File: src/rtl/instr_encoder_writer.sv
// Encodes MIPS-style R/I/J field bundles into 32-bit words and streams them to instruction memory.
// Optional macro ENC_ILLEGAL_CHECK_EN: reserved in_type=3 bundles are dropped and flagged on err.
module instr_encoder_writer #(
  parameter int DEPTH = 256
) (
  input  logic        clk,
  input  logic        rst,
  input  logic        start,
  input  logic [31:0] base_addr,
  input  logic        in_valid,
  output logic        in_ready,
  input  logic [1:0]  in_type,
  input  logic [5:0]  in_op,
  input  logic [4:0]  in_rs,
  input  logic [4:0]  in_rt,
  input  logic [4:0]  in_rd,
  input  logic [4:0]  in_shamt,
  input  logic [5:0]  in_funct,
  input  logic [15:0] in_imm,
  input  logic [25:0] in_target,
  output logic        mem_we,
  output logic [31:0] mem_addr,
  output logic [31:0] mem_wdata,
  input  logic        mem_ack,
  output logic [15:0] count,
  output logic        done
`ifdef ENC_ILLEGAL_CHECK_EN
  ,
  output logic        err
`endif
);

  localparam logic [1:0] S_IDLE = 2'd0;
  localparam logic [1:0] S_RUN  = 2'd1;
  localparam logic [1:0] S_FULL = 2'd2;

  localparam logic [1:0] T_R = 2'd0;
  localparam logic [1:0] T_J = 2'd2;

  localparam logic [16:0] DEPTH_W = 17'(DEPTH);

  logic [1:0]  state;
  logic [16:0] count_inc;
  logic        room;
  logic        ack_fire;
  logic        accept;
  logic        illegal;
  logic [31:0] enc_word;

  // mem_we doubles as the pending flag of the single write register.
  assign count_inc = {1'b0, count} + 17'd1;
  assign room      = (count_inc < DEPTH_W);
  assign ack_fire  = mem_we & mem_ack;
  assign in_ready  = (state == S_RUN) & (~mem_we | (mem_ack & room));
  assign accept    = in_valid & in_ready;
  assign done      = (state == S_FULL);

`ifdef ENC_ILLEGAL_CHECK_EN
  assign illegal = (in_type == 2'd3);
`else
  assign illegal = 1'b0;
`endif

  // NOTE: assign a default before the case so no path leaves enc_word unassigned (no latch).
  always_comb begin
    enc_word = {in_op, in_rs, in_rt, in_imm};
    case (in_type)
      T_R:     enc_word = {6'b000000, in_rs, in_rt, in_rd, in_shamt, in_funct};
      T_J:     enc_word = {5'b00001, in_op[0], in_target};
      default: enc_word = {in_op, in_rs, in_rt, in_imm};
    endcase
  end

  // NOTE: state registers use non-blocking assignments so every update sees pre-edge values.
  always_ff @(posedge clk or posedge rst) begin
    if (rst) begin
      state     <= S_IDLE;
      mem_we    <= 1'b0;
      mem_addr  <= 32'd0;
      mem_wdata <= 32'd0;
      count     <= 16'd0;
    end else if (start) begin
      // start overrides any handshake or ack landing in the same cycle
      state    <= S_RUN;
      mem_we   <= 1'b0;
      mem_addr <= base_addr;
      count    <= 16'd0;
    end else begin
      if (ack_fire) begin
        mem_addr <= mem_addr + 32'd4;
        count    <= count + 16'd1;
      end
      if (accept && !illegal) begin
        mem_we    <= 1'b1;
        mem_wdata <= enc_word;
      end else if (ack_fire) begin
        mem_we <= 1'b0;
      end
      // An ack with no room left can never coincide with an accept.
      if (ack_fire && !room && state == S_RUN) begin
        state <= S_FULL;
      end
    end
  end

`ifdef ENC_ILLEGAL_CHECK_EN
  always_ff @(posedge clk or posedge rst) begin
    if (rst) begin
      err <= 1'b0;
    end else if (start) begin
      err <= 1'b0;
    end else if (accept && illegal) begin
      err <= 1'b1;
    end
  end
`endif

endmodule

File: config.mk
export PLATFORM = sky130hd
export DESIGN_NAME = instr_encoder_writer
export DESIGN_NICKNAME = d
export VERILOG_FILES = /design/src/rtl/instr_encoder_writer.sv
export SDC_FILE = /design/constraint.sdc
export NUM_CORES = 1
export LEC_CHECK = 0
export BUFFER_PORTS_ARGS = -buffer_cell sky130_fd_sc_hd__buf_2
export CAP_MARGIN = 20
export CORE_MARGIN = 2
export CORE_UTILIZATION = 48
export CTS_CLUSTER_DIAMETER = 40
export CTS_CLUSTER_SIZE = 12
export DETAILED_ROUTE_END_ITERATION = 6
export GPL_ROUTABILITY_DRIVEN = 0
export HOLD_SLACK_MARGIN = 0.15
export PLACE_DENSITY = 0.8
export REMOVE_ABC_BUFFERS = 1
export SYNTH_ARGS = -nofsm -noshare
export SYNTH_HDL_FRONTEND = slang
export SYNTH_SLANG_ARGS = --single-unit
File: constraint.sdc
create_clock -name clk -period 3.4 [get_ports clk]
set_input_delay 0.34 -clock clk [delete_from_list [all_inputs] [get_ports clk]]
set_output_delay 0.34 -clock clk [all_outputs]
set_load 0.005 [all_outputs]
Yosys cells after proc, flatten, opt, wreduce, memory -nomap -nowiden
Cells that the tools add are included.
{ "totals": {"ff_bits": 83, "out_inout_bits": 83} }
{ "classes": {"n_addsub": 3, "magnitude_cmp": 1, "eq_ne": 3, "mux": 10, "bitwise_logic": 7, "n_reduce_logical": 8} }
{ "ops": {"columns": ["operator", "n"], "rows": [
  ["two-way mux 32 bit", 2],
  ["case mux 32 bit (2 select lines)", 1],
  ["adder 32 x 3 -> 32 bit (second input constant)", 1],
  ["two-way mux 16 bit", 2],
  ["adder 16 x 1 -> 17 bit (second input constant)", 1],
  ["less-than comparator 17 x 9 -> 1 bit (second input constant)", 1],
  ["adder 16 x 1 -> 16 bit (second input constant)", 1],
  ["bitwise AND 1 bit", 4],
  ["== test 2 bit (second input constant)", 2],
  ["two-way mux 2 bit", 2],
  ["nonzero test 2 bit", 2],
  ["two-way mux 1 bit", 3],
  ["nonzero test 3 bit", 1],
  ["== test 2 x 1 -> 1 bit (second input constant)", 1],
  ["logical AND 1 bit", 2],
  ["zero test 2 bit", 1],
  ["NOT 1 bit", 2],
  ["AND reduction 2 bit", 1],
  ["zero test 1 bit", 1],
  ["OR 1 bit", 1]
]} }

Longest topological paths before layout
{ "depth": {"ltp_word": 8, "depth_mapped": 9} }

Worst setup path before layout
Ideal clock, no wire load.
{ "synth_timing": {"kind": "register to output", "start": "register count[0]", "end": "output in_ready", "arrival_time_ps": 1837, "required_ps": 3060, "setup_slack_ps": 1223, "path_stages_with_launch": 8, "n_path_buf": 0, "path_cell_list": "dfrtp_1 > ha_1 > nand3_1 > nor2_1 > o211ai_1 > a211o_1 > o31a_1 > nor3_1"} }
{ "synth_via": {"elab_chain_cells": 5} }
{ "synth_lines": {"columns": ["element", "line_no", "source"], "rows": [
  ["from (decl)", "25", "output logic [15:0] count,"],
  ["from (signal assigned)", "91", "count <= count + 16'd1;"],
  ["adder 16 x 1 -> 17 bit", "51", "assign count_inc = {1'b0, count} + 17'd1;"],
  ["less-than comparator 17 x 9 -> 1 bit", "52", "assign room = (count_inc < DEPTH_W);"],
  ["bitwise AND 1 bit", "54", "assign in_ready = (state == S_RUN) & (~mem_we | (mem_ack & room));"],
  ["OR 1 bit", "54", null],
  ["bitwise AND 1 bit", "54", null],
  ["to (decl)", "11", "output logic in_ready,"]
]} }
No other way between the ends.

Worst setup path in the final report
Same ends and word-level chain as after synthesis.

==> results.md <==
* Unrepaired setup endpoints after global routing: false
* PnR worst setup slack at 560 ps
* Clk pwr share at 31.3%
* Clk_lat worst skew at 350 ps
* Crit end category: primary output
* Placement Setup Slack at 836 ps
* Reg2reg setup slack at 850 ps
* R2R cell count at 7
* Max_cap viols at 0
* CTS tree: done
* Layout area overhead at 28.2%
* Initial antenna violation count at 0
* Num CTS Buffers at 9
* Post-synth EDFFs at 0
* Fillers at 823
* Sequential-to-total area share from yosys stat at 45.0%
* Final hold violations at 0
* Layout cell share with drive strength beyond 1 at 38.1%
* Status: complete, no violations
* Final Util at 63.7%
* Crit path DAT at 2500 ps
* Psw at 697 uW
* CP Class: flip-flop to primary output
* Post-CTS setup buffer count at 0
* CP Cell Sequence: ha_1 -> nand3_1 -> nor2_1 -> o211ai_1 -> a211o_1 -> o31a_1 -> nor3_1 -> buf_2
* Post-DP Area at 5690 um2
* Mapped Area at 4610 um2
* Internal Dissipation at 1.79 mW
* Hold Crit Depth at 3
* CP max FO at 5
* Top FF cell, synth: dfrtp_1
* Die X at 102 um
* DP HPWL at 9030 um
* Final Cell Area at 5910 um2
* Slew Viols, Final at 0
* Die span in y at 102 um
* H-tree levels at 3
* Clock transition at path regs at 90 ps
* HP Start: base_addr[17]
* Initial core utilization at 49.7%
* Final min period at 2840 ps
* Total Power at 2.49 mW
* Bufs on Longest Clock Path at 2
* Peak VDD IR at 0.229 mV
* Fmax at 352 MHz
* Mean post-synth cell area at 9.55 um2
* Startpoint Class: flip-flop
* Sequential Power Share at 48.0%
* Total GRT Usage at 22.8%
* Critical-path top delay cell: dfrtp_1
* Fin Setup TNS at 0 ps
* Post-layout nets at 785
* Largest net degree at the start of global routing at 80
* FF-to-FF End: mem_wdata[26]$_DFFE_PP0P_
* CP max stage delay at 430 ps
* Avg WL per Cell at 14.9 um
* Final setup fails at 0
* Syn Inst Count at 483
* Routed vias/inst at 5.17
* Root buf cell: clkbuf_8
* Yosys warns at 0
* PD cells at 420 nW/um2
* Die footprint at 10400 um2
* Reg2reg start: count[3]$_DFFE_PP0N_
* Synth Register Bits at 83
* Slew margin rel. at 37.1%
* Vias at 4153
* Num Clock Sinks at 83
* First-pass GRT wire length at 18600 um
* Static leakage at 2.88 nW
* Synth unique cells at 49
* Comb pwr share at 20.7%
* Ports at 196
* Final wirelength at 12000 um
* Switch share at 28.0%
* Post-Route Skew at 12.3 ps
* Async S/R FF share, synth at 100%
* Grt total ovfl at 0
* Final Cycle Share at 83.5%
* Remaining antenna violation count after routing at 0
* Number of global-route vias before repair at 3960
* Slew @ Worst Pin at 931 ps
* Ant diodes at 0
* TritonRoute pass-1 iters at 6
* DRC viols at 0
* Hold Crit Class: input pin to flip-flop
* IO Port Bufs at 195
* Worst path required time at 3060 ps
* Iter 0 DRT Violations at 101
* Num rows at 35
* Core area at 9280 um2
* Hold endpoint: mem_addr[17]$_DFFE_PP0N_
how the worst max path moves through the flow:
stage	cells past startpoint	end	startpoint
finish	8	in_ready	count[0]$_DFFE_PP0N_
global route	8	in_ready	count[0]$_DFFE_PP0N_
CTS	8	in_ready	count[0]$_DFFE_PP0N_
detailed placement	7	mem_wdata[4]$_DFFE_PP0P_	count[3]$_DFFE_PP0N_
global placement	7	mem_wdata[2]$_DFFE_PP0P_	count[3]$_DFFE_PP0N_
floorplan	7	mem_wdata[0]$_DFFE_PP0P_	count[0]$_DFFE_PP0N_
final cells by class:
cell class	count	area (um2)	share of cell area, %
Tap cell	129	161	2.73
Multi-Input combinational cell	363	2380	40.2
Sequential cell	83	2080	35.1
Timing Repair Buffer	204	1050	17.7
Inverter	9	35.0	0.592
Clock inverter	6	88.8	1.50
Clock buffer	10	128	2.16
Yosys cell counts, types with 3 or more instances:
library cell | count | area [um2]
and4_1 | 4 | 35.0
o21ai_0 | 32 | 160
a21oi_1 | 17 | 85.1
o22ai_2 | 9 | 113
inv_1 | 9 | 33.8
xnor2_1 | 20 | 175
o31a_1 | 3 | 26.3
xor2_1 | 27 | 236
nor3_1 | 5 | 25.0
nand4_1 | 14 | 87.6
nand2_1 | 78 | 293
nand3_1 | 17 | 85.1
mux2i_1 | 18 | 180
nor2b_1 | 3 | 18.8
mux2_2 | 15 | 169
buf_2 | 4 | 20.0
dfrtp_1 | 83 | 2080
o22ai_1 | 11 | 68.8
clkbuf_1 | 20 | 75.1
nor2_1 | 44 | 165
and2_1 | 5 | 31.3
and3_1 | 7 | 43.8
mux2_4 | 7 | 105
critical path: cells and delay by family, from the launching register on:
family / cells / cell delay (ps)
flip-flops: 1 / 430
adder cells (fa/ha/maj): 1 / 210
buffers and inverters: 1 / 150
AO/OA/AOI/OAI: 3 / 900
AND/OR/NAND/NOR: 3 / 460
cell usage in the layout, fill, tap and decap left out, types with 3 or more instances in the layout:
cell type	instances
buf_4	8
o22ai_2	9
dfrtp_1	83
nor3_1	5
buf_2	195
nor2_1	44
nand3_1	17
inv_1	8
nand4_1	14
o21ai_0	32
xnor2_1	20
and2_1	5
nand2_1	78
mux2i_1	18
and3_1	7
o31a_1	3
xor2_1	27
nor2b_1	3
mux2_4	7
and4_1	4
o22ai_1	11
a21oi_1	17
clkbuf_8	9
mux2_2	15
per-layer routing:
layer	part of all wire, %	GRT usage [%]	vias up
li1	-	-	2043
met1	42	28.2	1932
met2	50	39.3	168
met3	6.9	5.40	10
met4	1.2	7.79	0
met5	0	0	-
power by group through the flow:
stage | registers, mW | clock network (mW) | logic (mW)
final | 1.19 | 0.779 | 0.514
after global routing | 1.21 | 0.841 | 0.573
after CTS | 1.19 | 0.797 | 0.522
after detailed placement | 1.21 | 0 | 0.521
after global placement | 1.21 | 0 | 0.503
after floorplan | 1.21 | 0 | 0.238
flip-flops by register name, summed over array words and instances (netlist names):
signal,flops
mem_addr,32
mem_wdata,32
mem_we,1
count,16
state,2
through the flow:
step,std cells,hold WS [ps]
floorplan,455,403
global placement,787,483
detailed placement,787,493
CTS,804,172
global route,804,170
finish,804,192
what timing repair did:
item                       CTS  global route
setup endpoints to repair    0             0
hold endpoints to repair    42             0
gates resized for setup      0             0
hold buffers                 1             0
logic make-up after synthesis:
group / after synthesis / synth area share, %
compound gates: 87 / 13.1
simple gates: 187 / 19.0
fa+ha+maj: 2 / 0.543
buf+inv: 37 / 3.53
mux: 40 / 9.85
xor+xnor: 47 / 8.93
flops: 83 / 45.0
Note: power is estimated with default switching activity, not from simulation.
